$ cat config.mk
export PLATFORM = sky130hd
export DESIGN_NAME = fixed_divider_seq_ctrl
export DESIGN_NICKNAME = d
export VERILOG_FILES = /design/src/rtl/fxdiv_pkg.sv /design/src/rtl/fxdiv_core.sv /design/src/rtl/fixed_divider_seq_ctrl.sv
export SDC_FILE = /design/constraint.sdc
export NUM_CORES = 1
export LEC_CHECK = 0
export ABC_AREA = 1
export ABC_CLOCK_PERIOD_IN_PS = 5500
export CORE_MARGIN = 10
export CORE_UTILIZATION = 35
export DETAILED_ROUTE_END_ITERATION = 16
export HOLD_SLACK_MARGIN = 0.05
export PLACE_DENSITY_LB_ADDON = 0.08
export SLEW_MARGIN = 20
export SYNTH_ARGS = -nofsm -noshare
export SYNTH_HDL_FRONTEND = slang
export SYNTH_HIERARCHICAL = 1
export SYNTH_SLANG_ARGS = --single-unit
$ cat constraint.sdc
create_clock -name clock -period 5.5 [get_ports clock]
set_clock_uncertainty 0.1 [all_clocks]
set_input_delay 1.375 -clock clock [delete_from_list [all_inputs] [get_ports clock]]
set_output_delay 1.375 -clock clock [all_outputs]
set_load 0.02 [all_outputs]
$ cat src/rtl/fxdiv_pkg.sv
// Shared definitions for the byte-serial fixed-point divider controller
// and its iterative datapath: FSM state encoding and width helpers.
package fxdiv_pkg;

    typedef enum logic [1:0] {
        ST_IDLE = 2'd0,
        ST_RUN  = 2'd1,
        ST_DONE = 2'd2
    } fxdivState_t;

    // Width of the load byte counter; it must be able to hold the saturated
    // value WA/8 + WB/8, which is one past the last byte index.
    function automatic int cntWidth(input int wa, input int wb);
        return $clog2(wa / 8 + wb / 8 + 1);
    endfunction

    // Width of the iteration counter; it is loaded with WA+FRAC and counts
    // down to one, so it needs to hold WA+FRAC itself.
    function automatic int iterWidth(input int wa, input int frac);
        return $clog2(wa + frac + 1);
    endfunction

endpackage

$ cat src/rtl/fxdiv_core.sv
// Restoring shift/subtract divider producing one quotient bit per cycle.
// The numerator {a, FRAC zeros} is shifted in MSB first. q_valid is high
// during the last iteration, and q_raw then carries the complete quotient,
// so the controller captures the result on the same edge as that iteration.
module fxdiv_core
    import fxdiv_pkg::*;
#(
    parameter int WA   = 32,
    parameter int WB   = 16,
    parameter int FRAC = 16
) (
    input  logic                 clock,
    input  logic                 reset,
    input  logic                 start,
    input  logic [WA-1:0]        a,
    input  logic [WB-1:0]        b,
    output logic                 busy,
    output logic [WA+FRAC-1:0]   q_raw,
    output logic                 q_valid
);

    localparam int N  = WA + FRAC;
    localparam int IW = iterWidth(WA, FRAC);

    logic [N-1:0]  r_num;
    logic [WB:0]   r_rem;
    logic [WB-1:0] r_b;
    logic [N-2:0]  r_quo;
    logic [IW-1:0] r_iter;
    logic          r_busy;

    logic [WB:0]   w_shift;
    logic          w_ge;
    logic [WB:0]   w_remNext;

    // One restoring step: shift the next numerator bit into the remainder,
    // then subtract the divisor when it fits. The remainder's top bit is
    // always zero after a restore, but it is still folded into the compare
    // so that any remainder of 2^WB or more counts as "fits".
    always_comb begin
        w_shift   = {r_rem[WB-1:0], r_num[N-1]};
        w_ge      = r_rem[WB] | (w_shift >= {1'b0, r_b});
        w_remNext = w_ge ? (w_shift - {1'b0, r_b}) : w_shift;
    end

    // The final quotient bit comes straight from this cycle's compare.
    assign q_raw   = {r_quo, w_ge};
    assign q_valid = r_busy && (r_iter == IW'(1));
    assign busy    = r_busy;

    // Start captures the operands and loads the iteration counter. Each
    // busy cycle then retires one quotient bit, until the counter hits one.
    always_ff @(posedge clock or posedge reset) begin
        if (reset) begin
            r_num  <= '0;
            r_rem  <= '0;
            r_b    <= '0;
            r_quo  <= '0;
            r_iter <= '0;
            r_busy <= 1'b0;
        end else if (start && !r_busy) begin
            r_num          <= '0;
            r_num[N-1 -: WA] <= a;
            r_rem          <= '0;
            r_b            <= b;
            r_quo          <= '0;
            r_iter         <= IW'(N);
            r_busy         <= 1'b1;
        end else if (r_busy) begin
            r_num  <= r_num << 1;
            r_rem  <= w_remNext;
            r_quo  <= {r_quo[N-3:0], w_ge};
            r_iter <= r_iter - IW'(1);
            r_busy <= (r_iter != IW'(1));
        end
    end

endmodule

$ cat src/rtl/fixed_divider_seq_ctrl.sv
// Byte-serial fixed-point divider controller: loads A and B one byte per
// set/unlock handshake, runs Q = (A << FRAC) / B in fxdiv_core, and shows
// the quotient a byte at a time. Build option FXDIV_SAT_EN: when defined,
// an overflowing quotient saturates to all ones instead of wrapping.
module fixed_divider_seq_ctrl
    import fxdiv_pkg::*;
#(
    parameter int WA   = 32,
    parameter int WB   = 16,
    parameter int FRAC = 16
) (
    input  logic                    clock,
    input  logic                    reset,
    input  logic [7:0]              inA,
    input  logic                    set,
    input  logic                    unlock,
    input  logic                    init,
    input  logic [$clog2(WA/8)-1:0] select,
    output logic [7:0]              out,
    output logic                    busy,
    output logic                    done,
    output logic                    div_zero,
    output logic                    ovf
);

    localparam int NA   = WA / 8;
    localparam int NB   = WB / 8;
    localparam int NTOT = NA + NB;
    localparam int CW   = cntWidth(WA, WB);
    localparam int SELW = $clog2(WA / 8);
    localparam int N    = WA + FRAC;

    fxdivState_t r_state;
    fxdivState_t w_nextState;

    logic          r_lock;
    logic [CW-1:0] r_cnt;
    logic [WA-1:0] r_a;
    logic [WB-1:0] r_b;
    logic [WA-1:0] r_quo;
    logic          r_done;
    logic          r_divZero;
    logic          r_ovf;

    logic          w_accept;
    logic          w_start;
    logic          w_bZero;
    logic          w_coreBusy;
    logic          w_coreValid;
    logic [N-1:0]  w_qRaw;
    logic          w_ovf;
    logic [WA-1:0] w_quoNext;

    assign w_accept = set && !r_lock && (r_state != ST_RUN);
    assign w_start  = init && (r_state != ST_RUN);
    assign w_bZero  = (r_b == '0);

    fxdiv_core #(
        .WA   (WA),
        .WB   (WB),
        .FRAC (FRAC)
    ) u_core (
        .clock   (clock),
        .reset   (reset),
        .start   (w_start && !w_bZero),
        .a       (r_a),
        .b       (r_b),
        .busy    (w_coreBusy),
        .q_raw   (w_qRaw),
        .q_valid (w_coreValid)
    );

    // State register for the load/run/done sequence.
    always_ff @(posedge clock or posedge reset) begin
        if (reset) begin
            r_state <= ST_IDLE;
        end else begin
            r_state <= w_nextState;
        end
    end

    // A zero divisor skips the datapath entirely and lands in DONE on the
    // init edge; otherwise RUN lasts until the core's last iteration.
    always_comb begin
        w_nextState = r_state;
        case (r_state)
            ST_IDLE, ST_DONE: begin
                if (w_start) begin
                    w_nextState = w_bZero ? ST_DONE : ST_RUN;
                end
            end
            ST_RUN: begin
                if (w_coreValid) begin
                    w_nextState = ST_DONE;
                end
            end
            default: w_nextState = ST_IDLE;
        endcase
    end

    // Byte loader: an accepted byte goes to the slot the counter points at
    // and then locks until unlock. Once all slots are full, bytes are
    // dropped but still lock. A start rewinds the counter for the next load.
    always_ff @(posedge clock or posedge reset) begin
        if (reset) begin
            r_cnt  <= '0;
            r_lock <= 1'b0;
            r_a    <= '0;
            r_b    <= '0;
        end else begin
            if (w_start) begin
                r_cnt <= '0;
            end else if (w_accept && (r_cnt < CW'(NTOT))) begin
                for (int i = 0; i < NA; i++) begin
                    if (r_cnt == CW'(i)) begin
                        r_a[8*i +: 8] <= inA;
                    end
                end
                for (int i = 0; i < NB; i++) begin
                    if (r_cnt == CW'(NA + i)) begin
                        r_b[8*i +: 8] <= inA;
                    end
                end
                r_cnt <= r_cnt + CW'(1);
            end
            if (w_accept) begin
                r_lock <= 1'b1;
            end else if (unlock) begin
                r_lock <= 1'b0;
            end
        end
    end

    // Overflow means the raw quotient has bits above WA. The quotient
    // register either saturates or keeps the low WA bits, depending on the build.
    always_comb begin
        w_ovf = ((w_qRaw >> WA) != '0);
`ifdef FXDIV_SAT_EN
        w_quoNext = w_ovf ? '1 : w_qRaw[WA-1:0];
`else
        w_quoNext = w_qRaw[WA-1:0];
`endif
    end

    // Result flags and quotient: cleared on start, filled in either at the
    // start itself (zero divisor) or when the core finishes.
    always_ff @(posedge clock or posedge reset) begin
        if (reset) begin
            r_quo     <= '0;
            r_done    <= 1'b0;
            r_divZero <= 1'b0;
            r_ovf     <= 1'b0;
        end else if (w_start) begin
            r_done    <= w_bZero;
            r_divZero <= w_bZero;
            r_ovf     <= 1'b0;
            if (w_bZero) begin
                r_quo <= '1;
            end
        end else if ((r_state == ST_RUN) && w_coreValid) begin
            r_done <= 1'b1;
            r_ovf  <= w_ovf;
            r_quo  <= w_quoNext;
        end
    end

    // Byte-select mux on the registered quotient, so out is glitch-free
    // with respect to the running division.
    always_comb begin
        out = '0;
        for (int i = 0; i < NA; i++) begin
            if (select == SELW'(i)) begin
                out = r_quo[8*i +: 8];
            end
        end
    end

    assign busy     = w_coreBusy;
    assign done     = r_done;
    assign div_zero = r_divZero;
    assign ovf      = r_ovf;

endmodule

==> flow_summary.yaml, run 1 <==
worst_setup_path:
  max_stage_delay_ns: 0.61
  crit_top_cell: "clkdlybuf4s50_1"
  worstPathCellList: "clkdlybuf4s50_1, clkinv_1, nor2_1, nand2_1, nand4_1, clkdlybuf4s50_1"
  cp_top_family: "buffers and inverters"
  r2r_setup_slack_ns: 2.68
  end_kind: "output pin"
  crit_path_top_delay_cell: "clkdlybuf4s50_1"
  start_kind: "input port"
  setup.worst_path.class: "input port to output pin"
  cp.required_ns: 4.03
  crit_fanout: 9
  worstPathArrival_ns: 3.36
  critPathBufInv: 3
place:
  gp_congestion: 0.7969
  dp_hpwl_mm: 16.00
  place_ws_ns: 0.6676
  placed_area_mm2: 0.01083
  io_buffers: 26
sta:
  fin_crit_ns: 4.837
  finalHoldViolCount: 0
  rsz0062_at_grt: "no"
  max_freq_mhz: 206.7
  tightest_slew_ns: 0.7427
  layout_setup_ws_ns: 0.6627
  fin_setup_tns_ns: 0
  slew_headroom_pct: 50.48
  min_period_over_period_pct: 87.95
  finalMaxSlewViolations: 0
  finalSetupViolCount: 0
power:
  p_total_mw: 3.325
  power_density_mw_per_mm2: 285.2
  p_leak_nw: 5.928
  peakVddDrop_mv: 0.2160
floorplanning:
  die-area_mm2: 0.03675
  initial_utilization_pct: 35.75
  io_pins: 27
  core_area_mm2: 0.02886
  fp-row-count: 62
  die_x_um: 191.7
  dieHeight_um: 191.7
cells_and_area:
  syn2layout_area_growth_pct: 13.00
  fin_area_mm2: 0.01166
  diodes: 0
  nets: 1275
  layout_common_cells: "nand2_1 (361), dfrtp_1 (208), inv_1 (159)"
  layout_commonest_cell: "nand2_1"
  drive_gt1_share_pct: 11.42
clock_tree:
  cts_resized: 0
  cts_sinks: 208
  cts_hold_buf: 0
  cts_buffer_depth: 3
  cts_made_buffers: 27
  cts_tree: "yes"
  cts.htree.levels: 1
  cts_setup_buffers: 0
  insertion_delay_ns: 0.53
  clkSlewWorstSetupHoldPaths_ns: 0.05
  cts-root-buf: "clkbuf_16"
synthesis:
  avgSynthCellArea_um2: 8.429
  ys_ff_latch: 208
  syn_inst: 1224
  synth_edf_count: 0
  async_flop_share_pct: 100.0
  synth_cell_types: 43
  synth_top_area_share_pct: 50.45
  yosysWarningCount: 6
  yosys.area.top_type: "dfrtp_1"
  synth_area_leaders: "dfrtp_1 (50%), nand2_1 (13%), inv_1 (5.9%)"
  syn_area_mm2: 0.01032
  ys_seq_area_share_pct: 50.45
  yosys_most_used_dff: "dfrtp_1"
  syn_nets: 1263
global_routing:
  grt_max_degree: 120
  grt_pass1_wl_mm: 41.17
  grt-ovfl-total: 0
  grt_busiest_layer: "met2"
  grt_pass1_vias: 7762
  antenna_found_initial: 0
  track_usage_pct: 13.67
  use_met2_pct: 22.68
  use_met1_pct: 18.43
  gr-usage-met3_pct: 1.959
drt:
  drtIter0Drc: 463
  via_per_inst: 4.709
  drcViolationCount: 0
  via_count: 7704
  totalWireLength_mm: 24.51
  final_antenna_net_count: 0
  firstDrtPassIters: 5
  routedWlPerCell_um: 14.98
job:
  drv_cap: 0
min_path:
  min_path_type: "flip-flop to flip-flop"
outcome:
  status: "completed"
-- cell type report --
| cell class | instances | area [µm²] |
|---|---|---|
| fillers | 3028 | 17200 |
| repair buffers | 35 | 352.8 |
| flip-flops and latches | 208 | 5205 |
| clock buffers | 40 | 764.5 |
| clock inverters | 5 | 67.56 |
| multi-input cells | 793 | 4140 |
| inverters | 171 | 648.1 |
| well taps | 384 | 480.5 |
-- worst paths after layout --
path / from / to / depth (start not counted)
hold reg to reg: r_a[2] / u_core/r_num[18] / 2
setup reg to reg: u_core/busy / r_quo[30] / 9
min in group asynchronous: reset / r_a[6] / 2
hold / removal: r_a[2] / u_core/r_num[18] / 2
setup / recovery: select[1] / out[0] / 6
max in group asynchronous: reset / r_quo[1] / 3
-- state kept, by name, summed over array words and instances (netlist names) --
signal	count
u_core/r_quo	47
r_a	32
r_quo	32
u_core/r_num	32
u_core/r_rem	17
r_b	16
u_core/r_b	16
u_core/r_iter	6
r_cnt	3
r_state	2
div_zero	1
done	1
ovf	1
r_lock	1
u_core/busy	1
-- through the flow --
step | instances | utilization [%] | hold WS [ns]
after global routing | 1636 | 40.40 | 0.4036
after global placement | 1591 | 37.52 | 0.3637
after floorplan | 1224 | - | 0.3422
after detailed placement | 1591 | 37.52 | 0.3659
final | 1636 | 40.40 | 0.3740
after CTS | 1636 | 40.40 | 0.3798
-- worst reg2reg max path: stages (launching register included) --
cell	delay, ns
dfrtp_1	0.36
buf_4	0.50
inv_2	0.27
buf_4	0.35
nor2_1	0.31
nand2_2	0.14
nand2_8	0.24
nand2_8	0.22
nand2_1	0.14
nand2_1	0.06
-- Yosys cell counts, drive strengths merged, types with 19 or more instances --
master	count
clkbuf	22
nand3	97
buf	30
or2	33
dfrtp	208
o21ai	78
o22ai	48
ha	23
inv	169
nor2	51
nand2	397
o211ai	19
-- power by group --
group | leakage, nW | internal (mW) | switching (mW) | total (mW)
combinational | 3.32 | 0.0345 | 0.0741 | 0.109
clock | 0.404 | 1.00 | 0.656 | 1.66
sequential | 2.20 | 1.55 | 0.0131 | 1.56
total | 5.93 | 2.58 | 0.744 | 3.33
-- metal layers --
metal / routed length, µm / up-vias
li1: - / 3928
met1: 12170 / 3658
met2: 11100 / 90
met3: 813 / 28
met4: 428 / 0
met5: 0 / -
-- kinds of logic (layout without fill, tap and decap cells) --
family                     Yosys count  in the layout  share of synthesized area (%)
adders and majority gates           24             24                          2.983
xor gates and xnor gates             7              7                         0.5942
DFF                                208            208                          50.45
buffers and inverters              223            251                          9.520
AOI/OAI and AO/OA                  164            164                          9.496
and+or+nand+nor                    598            598                          26.96
Note: power is estimated with default switching activity, not from simulation.
==> run 2: changes to the inputs <==
--- a/config.mk
+++ b/config.mk
@@ -12,6 +12,7 @@
 export DETAILED_ROUTE_END_ITERATION = 16
 export HOLD_SLACK_MARGIN = 0.05
 export PLACE_DENSITY_LB_ADDON = 0.08
+export SKIP_LAST_GASP = 1
 export SLEW_MARGIN = 20
 export SYNTH_ARGS = -nofsm -noshare
 export SYNTH_HDL_FRONTEND = slang
==> results of run 2 <==
No change in the layout: final DEF, timing and power equal those of run 1.
